--- src/rtl/slice_loader.sv ---
// slice_loader: assembles a serial LSB-first bit stream into SLICE-wide
// slices and hands each one to a downstream datapath through a
// load/start/wait handshake. The next slice fills while the current one
// is in flight, so there are two buffers: fill_r collects bits and line_r
// holds the issued slice.
module slice_loader #(
  parameter int SLICE  = 25,
  parameter int NSLICE = 64,
  parameter int CW     = 6
) (
  input  logic             clk,
  input  logic             rst,
  input  logic             bitIn,
  input  logic             bitValid,
  output logic             bitReady,
  input  logic             done,
  output logic [SLICE-1:0] line,
  output logic             initLine,
  output logic             start,
  output logic             busy,
  output logic [CW-1:0]    sliceCount,
  output logic             frameDone
);

  localparam int BW = (SLICE > 1) ? $clog2(SLICE) : 1;
  localparam logic [BW-1:0] CNT_LAST   = BW'(SLICE - 1);
  localparam logic [BW-1:0] CNT_ONE    = BW'(1);
  localparam logic [BW-1:0] CNT_ZERO   = BW'(0);
  localparam logic [CW-1:0] SLICE_LAST = CW'(NSLICE - 1);
  localparam logic [CW-1:0] SC_ONE     = CW'(1);
  localparam logic [CW-1:0] SC_ZERO    = CW'(0);

  typedef enum logic [1:0] {
    IDLE  = 2'd0,
    LOAD  = 2'd1,
    START = 2'd2,
    WAIT  = 2'd3
  } state_t;

  state_t           state_r;
  state_t           stateNext_s;
  logic [SLICE-1:0] fill_r;
  logic [BW-1:0]    cnt_r;
  logic             fillFull_r;
  logic [SLICE-1:0] line_r;
  logic             doneQ_r;
  logic [CW-1:0]    sliceCount_r;
  logic             frameDone_r;
  logic             initLine_r;
  logic             start_r;
  logic             busy_r;
  logic             accept_s;
  logic             loadLine_s;
  logic             complete_s;

  // A bit is taken whenever the fill buffer still has room.
  assign accept_s = bitValid & ~fillFull_r;

  assign bitReady   = ~fillFull_r;
  assign line       = line_r;
  assign initLine   = initLine_r;
  assign start      = start_r;
  assign busy       = busy_r;
  assign sliceCount = sliceCount_r;
  assign frameDone  = frameDone_r;

  // Next-state decode; completion is a rising edge of done seen in WAIT.
  always_comb begin
    stateNext_s = state_r;
    loadLine_s  = 1'b0;
    complete_s  = 1'b0;
    case (state_r)
      IDLE: begin
        if (fillFull_r) begin
          stateNext_s = LOAD;
          loadLine_s  = 1'b1;
        end else begin
          stateNext_s = IDLE;
        end
      end
      LOAD:  stateNext_s = START;
      START: stateNext_s = WAIT;
      WAIT: begin
        if (done && !doneQ_r) begin
          complete_s = 1'b1;
          if (fillFull_r) begin
            stateNext_s = LOAD;
            loadLine_s  = 1'b1;
          end else begin
            stateNext_s = IDLE;
          end
        end else begin
          stateNext_s = WAIT;
        end
      end
      default: stateNext_s = IDLE;
    endcase
  end

  // State register plus done history used for edge detection.
  always_ff @(posedge clk) begin
    if (!rst) begin
      state_r <= IDLE;
      doneQ_r <= 1'b0;
    end else begin
      state_r <= stateNext_s;
      doneQ_r <= done;
    end
  end

  // Fill buffer: shift-in by index, flag full on the last bit, release on load.
  always_ff @(posedge clk) begin
    if (!rst) begin
      fill_r     <= '0;
      cnt_r      <= CNT_ZERO;
      fillFull_r <= 1'b0;
    end else begin
      if (accept_s) begin
        fill_r[cnt_r] <= bitIn;
        if (cnt_r == CNT_LAST) begin
          cnt_r      <= CNT_ZERO;
          fillFull_r <= 1'b1;
        end else begin
          cnt_r <= cnt_r + CNT_ONE;
        end
      end else if (loadLine_s) begin
        fillFull_r <= 1'b0;
      end
    end
  end

  // Issued slice: copied from the fill buffer only on entry to LOAD.
  always_ff @(posedge clk) begin
    if (!rst) begin
      line_r <= '0;
    end else if (loadLine_s) begin
      line_r <= fill_r;
    end
  end

  // Completed-slice counter with a one-cycle end-of-frame pulse.
  always_ff @(posedge clk) begin
    if (!rst) begin
      sliceCount_r <= SC_ZERO;
      frameDone_r  <= 1'b0;
    end else if (complete_s) begin
      if (sliceCount_r == SLICE_LAST) begin
        sliceCount_r <= SC_ZERO;
        frameDone_r  <= 1'b1;
      end else begin
        sliceCount_r <= sliceCount_r + SC_ONE;
        frameDone_r  <= 1'b0;
      end
    end else begin
      frameDone_r <= 1'b0;
    end
  end

  // Strobes decoded from the next state so they are glitch-free flops.
  always_ff @(posedge clk) begin
    if (!rst) begin
      initLine_r <= 1'b0;
      start_r    <= 1'b0;
      busy_r     <= 1'b0;
    end else begin
      initLine_r <= (stateNext_s == LOAD);
      start_r    <= (stateNext_s == START);
      busy_r     <= (stateNext_s != IDLE);
    end
  end

endmodule

--- config.mk ---
export PLATFORM = sky130hd
export DESIGN_NAME = slice_loader
export DESIGN_NICKNAME = d
export VERILOG_FILES = /design/src/rtl/slice_loader.sv
export SDC_FILE = /design/constraint.sdc
export NUM_CORES = 1
export LEC_CHECK = 0
export BUFFER_PORTS_ARGS = -buffer_cell sky130_fd_sc_hd__clkbuf_2
export CAP_MARGIN = 20
export CORE_ASPECT_RATIO = 1.1
export CORE_MARGIN = 2
export CORE_UTILIZATION = 45
export DETAILED_ROUTE_END_ITERATION = 10
export MAX_ROUTING_LAYER = met4
export PLACE_DENSITY = 0.65
export SYNTH_ARGS = -nofsm -noshare
export SYNTH_HDL_FRONTEND = slang
export SYNTH_SLANG_ARGS = --single-unit
--- constraint.sdc ---
create_clock -name clk -period 4.7 [get_ports clk]
set_clock_uncertainty 0.15 [all_clocks]
set_input_delay 0.47 -clock clk [delete_from_list [all_inputs] [get_ports clk]]
set_output_delay 0.47 -clock clk [all_outputs]
set_load 0.03 [all_outputs]
==> run metrics <==
setup_tns 0 ns; Slew @ Worst Pin just under 1 ns; post-CTS setup buffers 0; top_reg_cell synth dfxtp_1; clk slew on worst S/H paths 0.07 ns; Max Root-Sink Buffers 2; # fillers 613; Cells after Synth 337; outcome finished, final reports clean; Die Area about 7100 µm²; slowest stage delay, CP a little over 0.7 ns; Die Span Y 88.1 µm; clk_lat worst skew 0.34 ns; number of clock sinks 69; cell breakdown of the critical path and2b_1 > nand4_2 > or3b_1 > a21oi_1; Tot Pwr 1120 µW; Hold Path Stages 2; share of power burned in registers 52.9%; Via Count 2314; first-pass GRT wire length 9.58 mm; routability cong. approximately 0.8; RR Endpoint fill_r[15]$_SDFFE_PN0P_; ANT nets after route 0; Synth cell types 39; top post-synthesis cells by area dfxtp_1 (48%), nand3_1 (7.1%), mux2i_1 (6.2%); maxcap violations 0; die width ~80 µm; PortBufs 40; Seq/Total Area, Yosys 47.8%; syn_area_per_cell 8.58 µm²; Sw Ratio a little under a quarter; Starting Density a little under half; drt pass-1 iters 4; Hold-fix buffers, CTS 0; largest net degree at the start of global routing between 50 and 60; CP Launch Type flip-flop; Synth top area share 47.8%; Net Sw Power 262 µW; minimum clock period 2.07 ns; initial antenna violation count 0; Detail Placement HPWL 3.66 mm; Final Hold Fails 0; worst-case reg-to-reg path depth 4; Synth warnings 0; Gate power share 3.9%; Final Cell Area 3330 µm²; global route total overflow 0; CP Capture Type flip-flop; pwr/cell area 336 nW/µm²; CP Max Fanout 24; ys async rst share 0%; CTS tree built; Hold EP doneQ_r$_SDFF_PN0_; post-synth top area cell dfxtp_1; Mapped Nets ~350; average wire per standard cell ~13 µm; Worst Hold Launch done; Leak Pwr 0.00136 µW; Diodes inserted 0; Core ar. 6190 µm²; clock power share between 40% and 50%; Post-CTS Resized 0; CP Class flip-flop to flip-flop; maximum vdd drop between 0.15 and 0.2 mV; RSZ-0062 raised after global routing no; cell with the most instances after synthesis dfxtp_1; Placed Area 3100 µm²; Tcrit/Tclk final 44.0%; Max Clk Rate between 0.4 and 0.5 GHz; Area growth, synth to finish 15.0%; H-tree depth 3; Cell Area, Synth 2890 µm²; P_int 858 µW; total track usage 18.2%; count of final max-slew check failures 0; critical path arrival 2.17 ns; reg-to-reg slack, setup 2.63 ns; Iter 0 DRT Violations ~120; Residual DRC 0; cts bufs inserted 9; Synth top cells by count dfxtp_1 (69), nand2_1 (42), nand3_1 (41); vias in the first global route just over 2k; slowest CP cell and2b_1; Max-Slew Margin vs Limit a little over a third; Final setup viols 0; share of layout cells above drive strength 1 16.8%; nets@finish 379; Root Buffer clkbuf_8; vias per cell 5.14; Yosys reg bits 69; FF-to-FF Start fillFull_r$_SDFFE_PN0P_; drt total wl 5.73 mm; # IOs between 40 and 50; Hold Path Class input port to flip-flop; Placement Rows 30; Worst Path Required a little under 5 ns; Post-synth EDFFs 0
metal layers:
layer,part of all wire [%],track usage [%]
met1,50,23.7
met2,45,26.7
met3,3.3,3.71
met4,2.0,9.24
met5,0,-
stage by stage:
step	worst slack, ns	hold WS (ns)	utilization (%)	cells
2_1_floorplan	3.00	0.275	-	337
3_3_place_gp	2.49	0.288	50.0	433
3_5_place_dp	2.43	0.293	50.0	433
4_1_cts	2.41	0.195	53.3	449
5_1_grt	2.48	0.217	53.7	450
6_report	2.63	0.210	53.7	450
power by group through the flow:
stage / logic, µW / registers, µW / clock network (µW)
floorplan: 32.1 / 606 / 0
detailed placement: 44.1 / 605 / 0
CTS: 44.2 / 592 / 496
global route: 48.2 / 592 / 525
global placement: 44.0 / 605 / 0
finish: 43.7 / 592 / 484
flip-flops by register name, summed over array words and instances (netlist names):
register,cells
busy,1
cnt_r,5
fill_r,25
doneQ_r,1
state_r,2
sliceCount,6
start,1
fillFull_r,1
frameDone,1
line,25
initLine,1
critical path: cells and delay by family (launching register included):
family	cells	cell delay (ns)
flops	1	0.38
simple gates	3	1.35
compound gates	1	0.12
cells in the final DEF, fill, tap and decap left out, types with 3 or more instances in the layout:
cell type / synthesis / final
inv_1: 6 / 6
o21ai_0: 6 / 6
nand3_1: 41 / 41
a21oi_1: 15 / 15
ha_1: 9 / 9
nand2_1: 42 / 42
and2_1: 3 / 3
xor2_1: 3 / 3
o21ai_1: 26 / 26
and3_1: 3 / 3
nor3b_1: 5 / 5
clkbuf_8: 0 / 10
nand3b_1: 6 / 6
nor2_1: 29 / 29
mux2i_1: 18 / 18
clkinv_2: 0 / 3
nand4_1: 7 / 7
dfxtp_1: 69 / 69
clkbuf_2: 0 / 40
cells by family (layout without fill, tap and decap cells):
group | count (synthesis) | after routing | share of synthesized area, %
buf+inv | 32 | 65 | 4.80
fa+ha+maj | 9 | 9 | 3.89
compound gates | 54 | 54 | 10.0
flops | 69 | 69 | 47.8
mux | 18 | 18 | 6.23
xor+xnor | 4 | 4 | 1.21
simple gates | 151 | 151 | 26.1
worst max path at each step:
stage                       startpoint  cells past startpoint                         end  slack [ns]
6_report       fillFull_r$_SDFFE_PN0P_                      4     fill_r[15]$_SDFFE_PN0P_        2.63
5_1_grt        fillFull_r$_SDFFE_PN0P_                      4     fill_r[15]$_SDFFE_PN0P_        2.48
4_1_cts          state_r[1]$_SDFF_PN0_                      5       line[19]$_SDFFE_PN0P_        2.41
3_5_place_dp     state_r[1]$_SDFF_PN0_                      5       line[13]$_SDFFE_PN0P_        2.43
3_3_place_gp                      done                      4     fillFull_r$_SDFFE_PN0P_        2.49
2_1_floorplan    state_r[1]$_SDFF_PN0_                      6  sliceCount[5]$_SDFFE_PN0P_        3.00
final cells by class:
| type | instances | area (µm²) | area share, % |
|---|---|---|---|
| sequential | 69 | 1380 | 41.5 |
| multi-input combinational | 236 | 1380 | 41.5 |
| timing repair buffer | 43 | 243 | 7.30 |
| clock buffer | 10 | 138 | 4.14 |
| tap | 80 | 100 | 3.01 |
| clock inverter | 6 | 62.6 | 1.88 |
| inverter | 6 | 22.5 | 0.677 |
No activity file was read; power rests on OpenSTA's default activity.
